===== config.mk =====
export PLATFORM = sky130hd
export DESIGN_NAME = mem_req_arbiter
export DESIGN_NICKNAME = d
export VERILOG_FILES = /design/src/rtl/nmcu_pkg.sv /design/src/rtl/rr_priority_picker.sv /design/src/rtl/mem_req_arbiter.sv
export SDC_FILE = /design/constraint.sdc
export NUM_CORES = 1
export LEC_CHECK = 0
export ABC_AREA = 1
export BUFFER_PORTS_ARGS = -buffer_cell sky130_fd_sc_hd__buf_4
export CORE_AREA = 2 2 126 128
export CTS_CLUSTER_DIAMETER = 100
export DETAILED_ROUTE_END_ITERATION = 16
export DIE_AREA = 0 0 128 130
export HOLD_SLACK_MARGIN = 0.1
export PLACE_DENSITY = 0.81
export SLEW_MARGIN = 20
export SYNTH_ARGS = -nofsm -noshare
export SYNTH_HDL_FRONTEND = slang
export SYNTH_SLANG_ARGS = --single-unit

===== constraint.sdc =====
create_clock -name clk -period 3.7 [get_ports clk]
set_input_delay 0.555 -clock clk [delete_from_list [all_inputs] [get_ports clk]]
set_output_delay 0.555 -clock clk [all_outputs]
set_load 0.01 [all_outputs]

===== src/rtl/nmcu_pkg.sv =====
// -----------------------------------------------------------------------------
// nmcu_pkg
//   Shared types for the NMCU memory path.
//   - mem_req_t / mem_resp_t : request and response to/from the cache system
//   - arb_state_t            : state of the memory request arbiter
//   - MEM_ARB_MAX_REQ        : largest number of requesters the arbiter supports
//   - wrap_inc()             : modulo-n increment used for round-robin pointers
// -----------------------------------------------------------------------------
package nmcu_pkg;

    localparam int MEM_ADDR_W      = 32;
    localparam int MEM_DATA_W      = 32;
    localparam int MEM_ARB_MAX_REQ = 8;

    typedef struct packed {
        logic                  valid;
        logic                  we;
        logic [MEM_ADDR_W-1:0] addr;
        logic [MEM_DATA_W-1:0] wdata;
        logic [3:0]            be;
    } mem_req_t;

    typedef struct packed {
        logic                  valid;
        logic [MEM_DATA_W-1:0] rdata;
        logic                  err;
    } mem_resp_t;

    typedef enum logic [1:0] {
        ARB_IDLE  = 2'd0,
        ARB_ISSUE = 2'd1,
        ARB_WAIT  = 2'd2
    } arb_state_t;

    // Next index after idx in a ring of n entries.
    function automatic int wrap_inc(input int idx, input int n);
        return (idx >= n - 1) ? 0 : idx + 1;
    endfunction

endpackage


===== src/rtl/rr_priority_picker.sv =====
// -----------------------------------------------------------------------------
// rr_priority_picker
//   Purely combinational round-robin search: returns the first set bit of
//   pending_i at or after rr_ptr_i, wrapping modulo NUM_REQ.
//   Ports:
//     pending_i [NUM_REQ]  one bit per requester with a pending slot
//     rr_ptr_i  [ID_WIDTH] search start index (always < NUM_REQ)
//     found_o              at least one pending bit is set
//     idx_o     [ID_WIDTH] winning index (0 when found_o is low)
// -----------------------------------------------------------------------------
module rr_priority_picker #(
    parameter int NUM_REQ  = 2,
    parameter int ID_WIDTH = 1
) (
    input  logic [NUM_REQ-1:0]  pending_i,
    input  logic [ID_WIDTH-1:0] rr_ptr_i,
    output logic                found_o,
    output logic [ID_WIDTH-1:0] idx_o
);

    always_comb begin
        found_o = 1'b0;
        idx_o   = '0;
        for (int i = 0; i < NUM_REQ; i++) begin
            int                  sum;
            logic [ID_WIDTH-1:0] cand;
            sum = int'(rr_ptr_i) + i;
            if (sum >= NUM_REQ) begin
                sum = sum - NUM_REQ;
            end
            cand = ID_WIDTH'(sum);
            // First hit in search order wins; later hits are ignored.
            if (!found_o && pending_i[cand]) begin
                found_o = 1'b1;
                idx_o   = cand;
            end
        end
    end

endmodule


===== src/rtl/mem_req_arbiter.sv =====
// -----------------------------------------------------------------------------
// mem_req_arbiter
//   Shares the single cache-system port between NUM_REQ requesters (decoder,
//   prefetch engine, debug/DMA). Each requester pulse is parked in a private
//   slot, slots are granted round-robin, exactly one transaction is in flight
//   downstream, and the cache response is routed back to its owner only.
//
//   Handshake: req_i[k].valid is a one-cycle pulse with no ready. A pulse is
//   accepted when slot k is empty and k does not own the in-flight
//   transaction; otherwise it is dropped and err_o is set (sticky until
//   reset). cache_req_o.valid is a one-cycle pulse (ARB_ISSUE). The first
//   cache_resp_i.valid seen in ARB_WAIT completes the transaction and is
//   forwarded the same cycle; responses in any other state are ignored.
//
//   Ports:
//     clk, rst_n        clock, asynchronous active-low reset
//     req_i[NUM_REQ]    per-requester request pulse + payload
//     resp_o[NUM_REQ]   per-requester response (only the owner's is non-zero)
//     cache_req_o       request to cache system (all-zero outside ARB_ISSUE)
//     cache_resp_i      response from cache system
//     busy_o            transaction in flight (state != ARB_IDLE)
//     grant_id_o        current or last owner index
//     err_o             sticky protocol-violation flag
//     dbg_state_o       arbiter FSM state
//   Optional (`define MEM_ARB_STATS_EN):
//     grant_cnt_o[NUM_REQ]  saturating count of issues per requester
//     wait_cyc_o[NUM_REQ]   saturating count of cycles pending but not owner
//     stats_clr_i           synchronous clear of both counter sets
// -----------------------------------------------------------------------------
module mem_req_arbiter
    import nmcu_pkg::*;
#(
    parameter int NUM_REQ  = 2,
    parameter int ID_WIDTH = (NUM_REQ > 1) ? $clog2(NUM_REQ) : 1
) (
    input  logic                clk,
    input  logic                rst_n,
    input  mem_req_t            req_i        [NUM_REQ],
    output mem_resp_t           resp_o       [NUM_REQ],
    output mem_req_t            cache_req_o,
    input  mem_resp_t           cache_resp_i,
    output logic                busy_o,
    output logic [ID_WIDTH-1:0] grant_id_o,
    output logic                err_o,
    output arb_state_t          dbg_state_o
`ifdef MEM_ARB_STATS_EN
    ,
    output logic [31:0]         grant_cnt_o  [NUM_REQ],
    output logic [31:0]         wait_cyc_o   [NUM_REQ],
    input  logic                stats_clr_i
`endif
);

    arb_state_t          state_q,   state_d;
    logic [ID_WIDTH-1:0] owner_q,   owner_d;
    logic [ID_WIDTH-1:0] rr_ptr_q,  rr_ptr_d;
    logic                err_q,     err_d;
    logic [NUM_REQ-1:0]  pending_q, pending_d;
    mem_req_t            slot_q     [NUM_REQ];
    mem_req_t            slot_d     [NUM_REQ];

    logic                pick_found;
    logic [ID_WIDTH-1:0] pick_idx;
    logic                owner_active;

    // The owner register keeps its value in ARB_IDLE, so ownership only
    // blocks a requester while a transaction is actually in flight.
    assign owner_active = (state_q != ARB_IDLE);

    rr_priority_picker #(
        .NUM_REQ  (NUM_REQ),
        .ID_WIDTH (ID_WIDTH)
    ) u_picker (
        .pending_i (pending_q),
        .rr_ptr_i  (rr_ptr_q),
        .found_o   (pick_found),
        .idx_o     (pick_idx)
    );

    always_comb begin
        state_d     = state_q;
        owner_d     = owner_q;
        rr_ptr_d    = rr_ptr_q;
        err_d       = err_q;
        pending_d   = pending_q;
        cache_req_o = '0;
        for (int k = 0; k < NUM_REQ; k++) begin
            slot_d[k] = slot_q[k];
            resp_o[k] = '0;
        end

        // Capture. An accepted slot is frozen until its release, so later
        // req_i activity cannot disturb it.
        for (int k = 0; k < NUM_REQ; k++) begin
            if (req_i[k].valid) begin
                if (!pending_q[k] &&
                    !(owner_active && (owner_q == ID_WIDTH'(k)))) begin
                    pending_d[k] = 1'b1;
                    slot_d[k]    = req_i[k];
                end else begin
                    err_d = 1'b1;
                end
            end
        end

        case (state_q)
            ARB_IDLE: begin
                if (pick_found) begin
                    owner_d = pick_idx;
                    state_d = ARB_ISSUE;
                end
            end
            ARB_ISSUE: begin
                for (int k = 0; k < NUM_REQ; k++) begin
                    if (owner_q == ID_WIDTH'(k)) begin
                        cache_req_o = slot_q[k];
                    end
                end
                cache_req_o.valid = 1'b1;
                state_d           = ARB_WAIT;
            end
            ARB_WAIT: begin
                if (cache_resp_i.valid) begin
                    // Zero-latency return path to the owner; release its slot
                    // and start the next search just past it.
                    for (int k = 0; k < NUM_REQ; k++) begin
                        if (owner_q == ID_WIDTH'(k)) begin
                            resp_o[k]    = cache_resp_i;
                            pending_d[k] = 1'b0;
                        end
                    end
                    rr_ptr_d = ID_WIDTH'(wrap_inc(int'(owner_q), NUM_REQ));
                    state_d  = ARB_IDLE;
                end
            end
            default: begin
                state_d = ARB_IDLE;
            end
        endcase
    end

    always_ff @(posedge clk or negedge rst_n) begin
        if (!rst_n) begin
            state_q   <= ARB_IDLE;
            owner_q   <= '0;
            rr_ptr_q  <= '0;
            err_q     <= 1'b0;
            pending_q <= '0;
            for (int k = 0; k < NUM_REQ; k++) begin
                slot_q[k] <= '0;
            end
        end else begin
            state_q   <= state_d;
            owner_q   <= owner_d;
            rr_ptr_q  <= rr_ptr_d;
            err_q     <= err_d;
            pending_q <= pending_d;
            for (int k = 0; k < NUM_REQ; k++) begin
                slot_q[k] <= slot_d[k];
            end
        end
    end

    assign busy_o      = owner_active;
    assign grant_id_o  = owner_q;
    assign err_o       = err_q;
    assign dbg_state_o = state_q;

`ifdef MEM_ARB_STATS_EN
    logic [31:0] grant_cnt_q [NUM_REQ];
    logic [31:0] grant_cnt_d [NUM_REQ];
    logic [31:0] wait_cyc_q  [NUM_REQ];
    logic [31:0] wait_cyc_d  [NUM_REQ];

    always_comb begin
        for (int k = 0; k < NUM_REQ; k++) begin
            grant_cnt_d[k] = grant_cnt_q[k];
            wait_cyc_d[k]  = wait_cyc_q[k];
            if (stats_clr_i) begin
                grant_cnt_d[k] = '0;
                wait_cyc_d[k]  = '0;
            end else begin
                if ((state_q == ARB_ISSUE) && (owner_q == ID_WIDTH'(k)) &&
                    (grant_cnt_q[k] != '1)) begin
                    grant_cnt_d[k] = grant_cnt_q[k] + 32'd1;
                end
                if (pending_q[k] &&
                    !(owner_active && (owner_q == ID_WIDTH'(k))) &&
                    (wait_cyc_q[k] != '1)) begin
                    wait_cyc_d[k] = wait_cyc_q[k] + 32'd1;
                end
            end
        end
    end

    always_ff @(posedge clk or negedge rst_n) begin
        if (!rst_n) begin
            for (int k = 0; k < NUM_REQ; k++) begin
                grant_cnt_q[k] <= '0;
                wait_cyc_q[k]  <= '0;
            end
        end else begin
            for (int k = 0; k < NUM_REQ; k++) begin
                grant_cnt_q[k] <= grant_cnt_d[k];
                wait_cyc_q[k]  <= wait_cyc_d[k];
            end
        end
    end

    always_comb begin
        for (int k = 0; k < NUM_REQ; k++) begin
            grant_cnt_o[k] = grant_cnt_q[k];
            wait_cyc_o[k]  = wait_cyc_q[k];
        end
    end
`endif

endmodule


==> impl_metrics.toml, run 1 <==
[logic_synthesis]
synth_fp_nets = 1165
yosysWarningCount = 0
synth_edf_count = 0
synth_flop_cell = "dfrtp_1"
synth_area_sq_um = 7300
ys_ff_latch = 145
yosysTopAreaCell = "dfrtp_1"
synthCells = 989
yosysMostFrequentCell = "nand2_1"
synth_cell_type_count = 17
yosysSeqAreaShare_pct = 49.7
yosys-top-cells-area = "dfrtp_1 (50%), nand2_1 (22%), nand4_1 (12%)"
synth_commonest_cells = "nand2_1 (424), dfrtp_1 (145), nand4_1 (138), a21oi_1 (72), nor2_1 (69)"
synthArstFlopShare_pct = 100
synth_top_area_share_pct = 49.7
avgSynthCellArea_sq_um = 7.38

[clocking]
htree_levels = 4
cts_root_buf = "clkbuf_16"
cts_tree = "yes"
cts_buffers = 17
cts.reportedPaths.clkPinSlew_ps = 60
cts_hold_buf = 0
insertion_delay_ps = 420
clockBufferDepth = 2
ctsResizeCount = 0
numClockSinks = 145
post-cts-setup-buffers = 0

[timing]
slew_headroom_pct = 35.2
setup_viol = 0
fin_crit_ps = 2940
slew_viol_final = 0
finalHoldViolCount = 0
fin_skew_ps = 10.1
setup_ws_ps = 764
fmax_ghz = 0.341
worst_slew_pin_slew_ps = 970
period_share_pct = 79.4
setup_tns_ps = 0
rsz0062_at_grt = "no"

[grt]
grt_pass1_vias = 7531
grt_pass1_wl_mm = 39.5
grt_overflow = 0
track_usage_pct = 30.5
antenna_found_initial = 0
grt_max_degree = 82

[drt]
drt_wl_total_mm = 25.6
vias = 8030
vias_per_cell = 5.53
wire_per_inst_microns = 17.6
first_pass_iters = 7
drc = 0
ant_nets = 0
drt_iter0_drc = 778

[critical_path]
r2r_end = "slot_q[96]"
worstSetupEndpointType = "output port"
rrSetupSlack_ps = 1240
cp.required_ps = 3140
path_class = "register to output port"
cp_max_fo = 72
ff2ff_path_depth = 7
rr_startpoint = "grant_id_o"
startpoint_type = "register"
cp.arrival_ps = 2380

[hold_path]
hp-class = "input pin to async pin"

[pwr]
p_leak_uw = 0.00565
powerDensity_nw_per_um2 = 764
max-vdd-ir-drop_mv = 0.448

[flow_run]
cap_violations = 0

[cells_and_area]
nets = 1426
area_delta_synth_final_pct = 41.4
drive_gt1_share_pct = 29.3
diodes = 0
num-fill-cells = 1316

[die]
die_w_microns = 128
rows = 46
start_util_pct = 47.3
die_h_microns = 130
core-area_sq_um = 15400
die-area_sq_um = 16600
ioPinCount = 319

[placed_design]
numPortBuffers = 318
dp.final_hpwl_mm = 16.7
gp_congestion = 0.833
detailedPlace.worstSlack_ps = 1210

[run_status]
status = "finished clean"
## worst max-delay path, cell delays in order, from the launching register on
cell and delay (ps):
dfrtp_2 360, buf_4 660, nor2_1 190, inv_2 470, nor2_1 100, buf_4 170
## layout by cell type (no fill, tap or decap)
cell / Yosys / layout
dfrtp_2: 0 / 1
clkbuf_8: 0 / 2
clkinv_4: 0 / 1
nand3_1: 2 / 2
a21oi_1: 72 / 72
nor2_1: 69 / 69
inv_6: 0 / 1
buf_4: 3 / 329
inv_1: 40 / 38
bufinv_16: 0 / 5
o21ai_0: 3 / 3
clkinvlp_4: 0 / 1
buf_6: 1 / 1
nand2_2: 2 / 3
clkbuf_16: 0 / 17
nand2_1: 424 / 423
buf_12: 0 / 1
inv_2: 2 / 4
nand4_1: 138 / 138
dfrtp_1: 145 / 144
clkinv_2: 0 / 1
o21ai_4: 0 / 1
nand3_2: 2 / 2
clkbuf_1: 63 / 2
## where the power goes
part / switching, uW / total (uW) / internal (uW)
Sequential: 404 / 2700 / 2290
Combinational: 2150 / 3310 / 1150
Clock: 651 / 1880 / 1230
Total: 3210 / 7880 / 4670
## through the flow
stage	cell area (sq um)	instances	utilization (%)	total power, uW	hold slack [ps]
5_1_grt	10300	1453	66.9	8410	227
3_3_place_gp	9680	1423	62.8	5870	453
2_1_floorplan	7300	989	-	4650	259
3_5_place_dp	9680	1423	62.8	5980	458
4_1_cts	10300	1453	66.9	7890	205
6_report	10300	1453	66.9	7880	166
## how the worst max path moves through the flow
stage | end | from | slack [ps]
2_1_floorplan | resp_o[34] | cache_resp_i[33] | 1730
3_3_place_gp | resp_o[53] | grant_id_o | 1260
3_5_place_dp | resp_o[37] | grant_id_o | 1210
4_1_cts | resp_o[37] | grant_id_o | 770
5_1_grt | resp_o[66] | grant_id_o | 570
6_report | resp_o[57] | grant_id_o | 760
## flip-flops by register name, summed over array words and instances, names as in the netlist
register	cells
grant_id_o	1
pending_q	2
slot_q	138
rr_ptr_q	1
dbg_state_o	2
err_o	1
## metal layers
layer / vias to the layer above / track usage [%] / share of wire (%)
met5: - / 0 / 0
li1: 3746 / - / -
met1: 3792 / 39.0 / 39
met4: 0 / 12.1 / 3.6
met2: 424 / 51.5 / 49
met3: 68 / 5.95 / 7.5
## logic make-up (layout without fill, tap and decap cells)
| group | count (synthesis) | count (layout) | share of synthesized area, % |
|---|---|---|---|
| and+or+nand+nor | 637 | 637 | 37.8 |
| buffers and inverters | 131 | 403 | 7.24 |
| DFF | 145 | 145 | 49.7 |
| AOI/OAI and AO/OA | 76 | 76 | 5.26 |
## cell type report
class                      count  area [sq um]  area share (%)
tap                          192           240            2.33
sequential                   145          3630            35.2
clock buffer                  21           460            4.46
clock inverter                 9           180            1.75
multi-input combinational    713          3150            30.5
timing repair buffer         331          2500            24.2
inverter                      42           158            1.53
Power figures use the tool's default switching activity.
==> inputs of run 2 (changes only) <==
Settings changed: ABC_AREA 1 to 0, CORE_AREA 2 2 126 128 to not set, CORE_UTILIZATION set to 43, DIE_AREA 0 0 128 130 to not set, PLACE_DENSITY 0.81 to 0.77.
Clock period 3.7 ns to 2.6 ns, I/O delays scaled along.
==> run 2 against run 1 <==
Compared with the run above:
- sequential cell count unchanged
- via count shrank 32%
- first-iteration DRC count fell by 76%
- hold slack better by 27 ps
- critical path depth is 1 lower
- clock skew decreased by 1.2 ps
- largest power group unchanged
- global-route usage down 6.4 points
- routed wire length decreased by 21%
- critical endpoint is now cache_req_o[10]
- sequential power increased by 50%
- register-to-register slack worse by 590 ps
- synthesized area decreased by 5.5%
==> impl_metrics.toml, run 2 <==
[logic_synthesis]
synth_flop_cell = "dfrtp_1"
yosysTopAreaCell = "dfrtp_1"
avgSynthCellArea_sq_um = 12.5
yosysMostFrequentCell = "dfrtp_1"
synth_edf_count = 0
yosysWarningCount = 0
yosysSeqAreaShare_pct = 52.6
yosys-top-cells-area = "dfrtp_1 (53%), mux2_2 (19%), mux2i_1 (10%)"
synth_cell_type_count = 21
ys_ff_latch = 145
synth_top_area_share_pct = 52.6
synth_commonest_cells = "dfrtp_1 (145), mux2_2 (118), nor2_1 (75), mux2i_1 (69), and2_1 (66)"
synthArstFlopShare_pct = 100
synthCells = 554
synth_area_sq_um = 6900
synth_fp_nets = 730

[critical_path]
rrSetupSlack_ps = 650
cp.arrival_ps = 2000
path_class = "register to output port"
cp.required_ps = 2210
cp_max_fo = 24
worstSetupEndpointType = "output port"
startpoint_type = "register"

[grt]
grt_pass1_vias = 5622
grt_max_degree = 70
grt_pass1_wl_mm = 29.9
antenna_found_initial = 0
grt_overflow = 0
track_usage_pct = 24.1

[cells_and_area]
stdcell_count = 1092
largest_register_ffs = 138
layout_common_cells = "buf_4 (324), dfrtp_1 (144), mux2_2 (118)"
nets = 1045
regArea_sq_um = 3630
layout_commonest_cell = "buf_4"
drive_gt1_share_pct = 55.2
top_register = "slot_q"
diodes = 0
multi_input_area_sq_um = 3080
num-fill-cells = 1193
area_delta_synth_final_pct = 47.7

[die]
rows = 45
die_w_microns = 129
start_util_pct = 44.7
die-area_sq_um = 16600
core-area_sq_um = 15400
ioPinCount = 319
die_h_microns = 129

[timing]
setup_viol = 0
rsz0062_at_grt = "no"
setup_tns_ps = 0
fin_crit_ps = 2390
finalHoldViolCount = 0
setup_ws_ps = 208
slew_viol_final = 0
worst_slew_pin_slew_ps = 660
fmax_ghz = 0.418
period_share_pct = 92.0
slew_headroom_pct = 56.0
fin_skew_ps = 8.91

[clocking]
htree_levels = 4
cts.reportedPaths.clkPinSlew_ps = 60
cts_buffers = 17
clockBufferDepth = 2
numClockSinks = 145
cts_root_buf = "clkbuf_16"
insertion_delay_ps = 420
ctsResizeCount = 0
cts_tree = "yes"

[pwr]
p_leak_uw = 0.00507
max-vdd-ir-drop_mv = 0.587
p_total_uw = 11300
powerDensity_nw_per_um2 = 1110

[drt]
ant_nets = 0
wire_per_inst_microns = 18.4
drc = 0
drt_wl_total_mm = 20.1
vias_per_cell = 4.98
first_pass_iters = 4
vias = 5439
drt_iter0_drc = 188

[placed_design]
numPortBuffers = 318
dp.final_hpwl_mm = 14.9
detailedPlace.worstSlack_ps = 625
place_inst = 1060
gp_congestion = 0.776

[run_status]
status = "finished clean"

[flow_run]
cap_violations = 0

[hold_path]
hp-class = "input pin to register"
[run 2: cells by family (layout without fill, tap and decap cells)]
family                 after synthesis  after routing  synth area share [%]
multiplexers                       207            207                  32.5
AND/OR/NAND/NOR                    148            148                  10.8
flip-flops                         145            145                  52.6
buffers and inverters               41            368                  2.92
AO/OA/AOI/OAI                       13             13                  1.09
[run 2: power breakdown]
part / switching (uW) / internal [uW]
clock network: 900 / 1530
registers: 633 / 3400
logic: 2160 / 2650
[run 2: timing repair]
| item | 4_1_cts | 5_1_grt |
|---|---|---|
| endpoints found under the setup margin | 0 | 0 |
| hold buffers | 1 | 0 |
| hold endpoints to repair | 46 | 0 |
| buffers inserted | 0 | 0 |
[run 2: through the flow]
step / hold slack (ps) / util, % / area (sq um)
floorplan: 94.4 / - / 6900
global placement: 353 / 62.1 / 9580
finish: 193 / 66.0 / 10200
CTS: 176 / 66.0 / 10200
global route: 184 / 66.0 / 10200
detailed placement: 360 / 62.1 / 9580
[run 2: final timing paths]
path                       cells past startpoint              end            from
max reg2reg                                    4        slot_q[6]  dbg_state_o[0]
min in group asynchronous                      2       slot_q[96]           rst_n
min reg2reg                                    1      slot_q[134]     slot_q[134]
max in group asynchronous                      3      slot_q[113]           rst_n
max                                            4  cache_req_o[10]  dbg_state_o[1]
min                                            2      slot_q[136]      req_i[136]
[run 2: worst max-delay path, cell delays in order (launching register included)]
cell      delay (ps)
dfrtp_1          440
nand2b_2         480
buf_4            340
nor2_1           160
buf_4            150
[run 2: layout make-up]
cell class / count / area share (%)
Tap cell: 211 / 2.59
Clock inverter: 9 / 1.03
Clock buffer: 22 / 4.85
Inverter: 4 / 0.147
Sequential cell: 145 / 35.7
Timing Repair Buffer: 333 / 25.5
Multi-Input combinational cell: 368 / 30.3
[run 2: metal layers]
metal | global-route usage, % | wire (microns) | vias up
met3 | 8.48 | 1670 | 17
met4 | 6.78 | 297 | 0
met5 | 0 | 0 | -
li1 | - | - | 2510
met2 | 43.4 | 10600 | 203
met1 | 26.7 | 7500 | 2709
==> inputs of run 3 (changes only) <==
Settings changed: SYNTH_HIERARCHICAL set to 1.
==> run 3 against run 2 <==
Compared with the run above:
- setup slack gained 94 ps
- sequential power grew 1%
- clock skew shrank 1.9 ps
- die area grew 0.19%
- hold slack gained 2.2 ps
- final cell count is essentially flat
- critical path depth is the same
==> impl_metrics.toml, run 3 <==
[logic_synthesis]
synth-xor-area-share_pct = 0
synth_commonest_cells = "dfrtp_1 (145), mux2_2 (119), nor2_1 (75), mux2i_1 (69), and2_1 (66)"
synth-compound-area-share_pct = 0.941
yosys-top-cells-area = "dfrtp_1 (52%), mux2_2 (19%), mux2i_1 (10%)"
synth_mux_area_share_pct = 32.6
synthArstFlopShare_pct = 100
yosysSeqAreaShare_pct = 52.5
yosysWarningCount = 6
synth_edf_count = 0
synthCells = 554
avgSynthCellArea_sq_um = 12.5
ys_ff_latch = 145
yosysMostFrequentCell = "dfrtp_1"
synth_flop_cell = "dfrtp_1"
synth_top_family_by_area = "multiplexers"
yosys.area_share.simple_pct = 11.0
yosysTopAreaCell = "dfrtp_1"
synth_cell_type_count = 25
synth_fp_nets = 730
synthAdderAreaFrac_pct = 0
synth_top_area_share_pct = 52.5
synth_area_sq_um = 6910

[hold_path]
hp-class = "input pin to register"
min_from = "req_i[64]"
holdPathStages = 2
whs_endpoint = "slot_q[64]"

[drt]
drc = 0
first_pass_iters = 4
drt_iter0_drc = 219
wire_per_inst_microns = 18.3
ant_nets = 0
vias = 5456
vias_per_cell = 5.00
drt_wl_total_mm = 19.9

[die]
die-area_sq_um = 16600
die_h_microns = 129
core-area_sq_um = 15400
start_util_pct = 44.8
ioPinCount = 319
rows = 45
die_w_microns = 129

[critical_path]
rrSetupSlack_ps = 690
startpoint_type = "register"
cp_max_fo = 32
crit_path_frequent_cell = "buf_4"
ff2ff_path_depth = 4
cp_slowest_cell = "dfrtp_4"
slowest_delay_ps = 510
cp.buffers_inverters = 2
cp_top_family = "buffers and inverters"
crit_path_cell_trace = "buf_4 > mux2i_1 > nor2_1 > buf_4"
cp.required_ps = 2210
cp.arrival_ps = 1910
r2r_end = "slot_q[68]"
worstSetupEndpointType = "output port"
path_class = "register to output port"
rr_startpoint = "dbg_state_o[0]"

[grt]
grt_pass1_vias = 5909
track_usage_pct = 24.4
grt_max_degree = 70
grt_overflow = 0
grt_pass1_wl_mm = 30.6
use_met3_pct = 9.06
antenna_found_initial = 0
busiest_layer = "met2"
grt_use_met1_pct = 25.6
grtUsageMet2_pct = 44.1

[clocking]
numClockSinks = 145
insertion_delay_ps = 410
clockBufferDepth = 2
ctsResizeCount = 0
cts_root_buf = "clkbuf_16"
cts_tree = "yes"
htree_levels = 4
cts.reportedPaths.clkPinSlew_ps = 60
cts_buffers = 17

[cells_and_area]
drive_gt1_share_pct = 55.2
layout_commonest_cell = "buf_4"
area_delta_synth_final_pct = 47.4
regArea_sq_um = 3630
largest_register_ffs = 138
nets = 1043
multi_input_area_sq_um = 3100
layout_common_cells = "buf_4 (324), dfrtp_1 (144), mux2_2 (119)"
diodes = 0
num-fill-cells = 1217
top_register = "slot_q"

[timing]
fin_skew_ps = 6.98
worst_slew_pin_slew_ps = 537
finalHoldViolCount = 0
fmax_ghz = 0.435
fin_hold_ws_ps = 195
fin_crit_ps = 2300
period_share_pct = 88.4
setup_ws_ps = 301
setup_tns_ps = 0
slew_viol_final = 0
rsz0062_at_grt = "no"
setup_viol = 0
slew_headroom_pct = 64.2

[pwr]
max-vdd-ir-drop_mv = 0.640
p_leak_uw = 0.00501
powerDensity_nw_per_um2 = 1120
p_total_uw = 11400

[placed_design]
gp_congestion = 0.804
detailedPlace.worstSlack_ps = 712
numPortBuffers = 318
dp.final_hpwl_mm = 14.5

[run_status]
status = "finished clean"

[flow_run]
cap_violations = 0
-- run 3: cell families after synthesis --
group	Yosys count
flops	145
simple gates	150
mux	208
compound gates	10
buf+inv	41
-- run 3: power by group --
| group | internal [uW] | leakage, uW | total (uW) | switching (uW) |
|---|---|---|---|---|
| clock | 1630 | 0.000292 | 2570 | 938 |
| sequential | 3410 | 0.00172 | 4100 | 682 |
| combinational | 2640 | 0.00300 | 4760 | 2120 |
-- run 3: area by class of cell --
| cell class | count | area share [%] |
|---|---|---|
| Multi-Input combinational cell | 368 | 30.4 |
| Sequential cell | 145 | 35.6 |
| Timing Repair Buffer | 331 | 25.1 |
| Tap cell | 211 | 2.59 |
| Clock inverter | 13 | 1.82 |
| Clock buffer | 19 | 4.35 |
| Inverter | 4 | 0.147 |
-- run 3: worst max-delay path by stage --
stage	cells after the start	startpoint	slack, ps	to
6_report	4	grant_id_o	300	cache_req_o[47]
5_1_grt	4	grant_id_o	170	cache_req_o[54]
4_1_cts	4	grant_id_o	270	cache_req_o[47]
3_5_place_dp	4	dbg_state_o[0]	710	slot_q[23]
3_3_place_gp	4	dbg_state_o[0]	770	slot_q[102]
2_1_floorplan	4	dbg_state_o[0]	770	resp_o[34]
-- run 3: through the flow --
stage	util, %	std cells	instance area [sq um]
floorplan	-	554	6910
global placement	61.9	1058	9550
detailed placement	61.9	1058	9550
CTS	66.1	1091	10200
global route	66.1	1091	10200
finish	66.1	1091	10200
-- run 3: routing by layer --
layer / up-vias / share of wire (%)
met1: 2669 / 36
met3: 38 / 9.1
met5: - / 0
li1: 2510 / -
met2: 239 / 53
met4: 0 / 2.6
-- run 3: repair_timing --
| action | CTS | global route |
|---|---|---|
| hold buffers | 1 | 0 |
| buffers inserted | 0 | 0 |
| hold endpoints to repair | 52 | 0 |
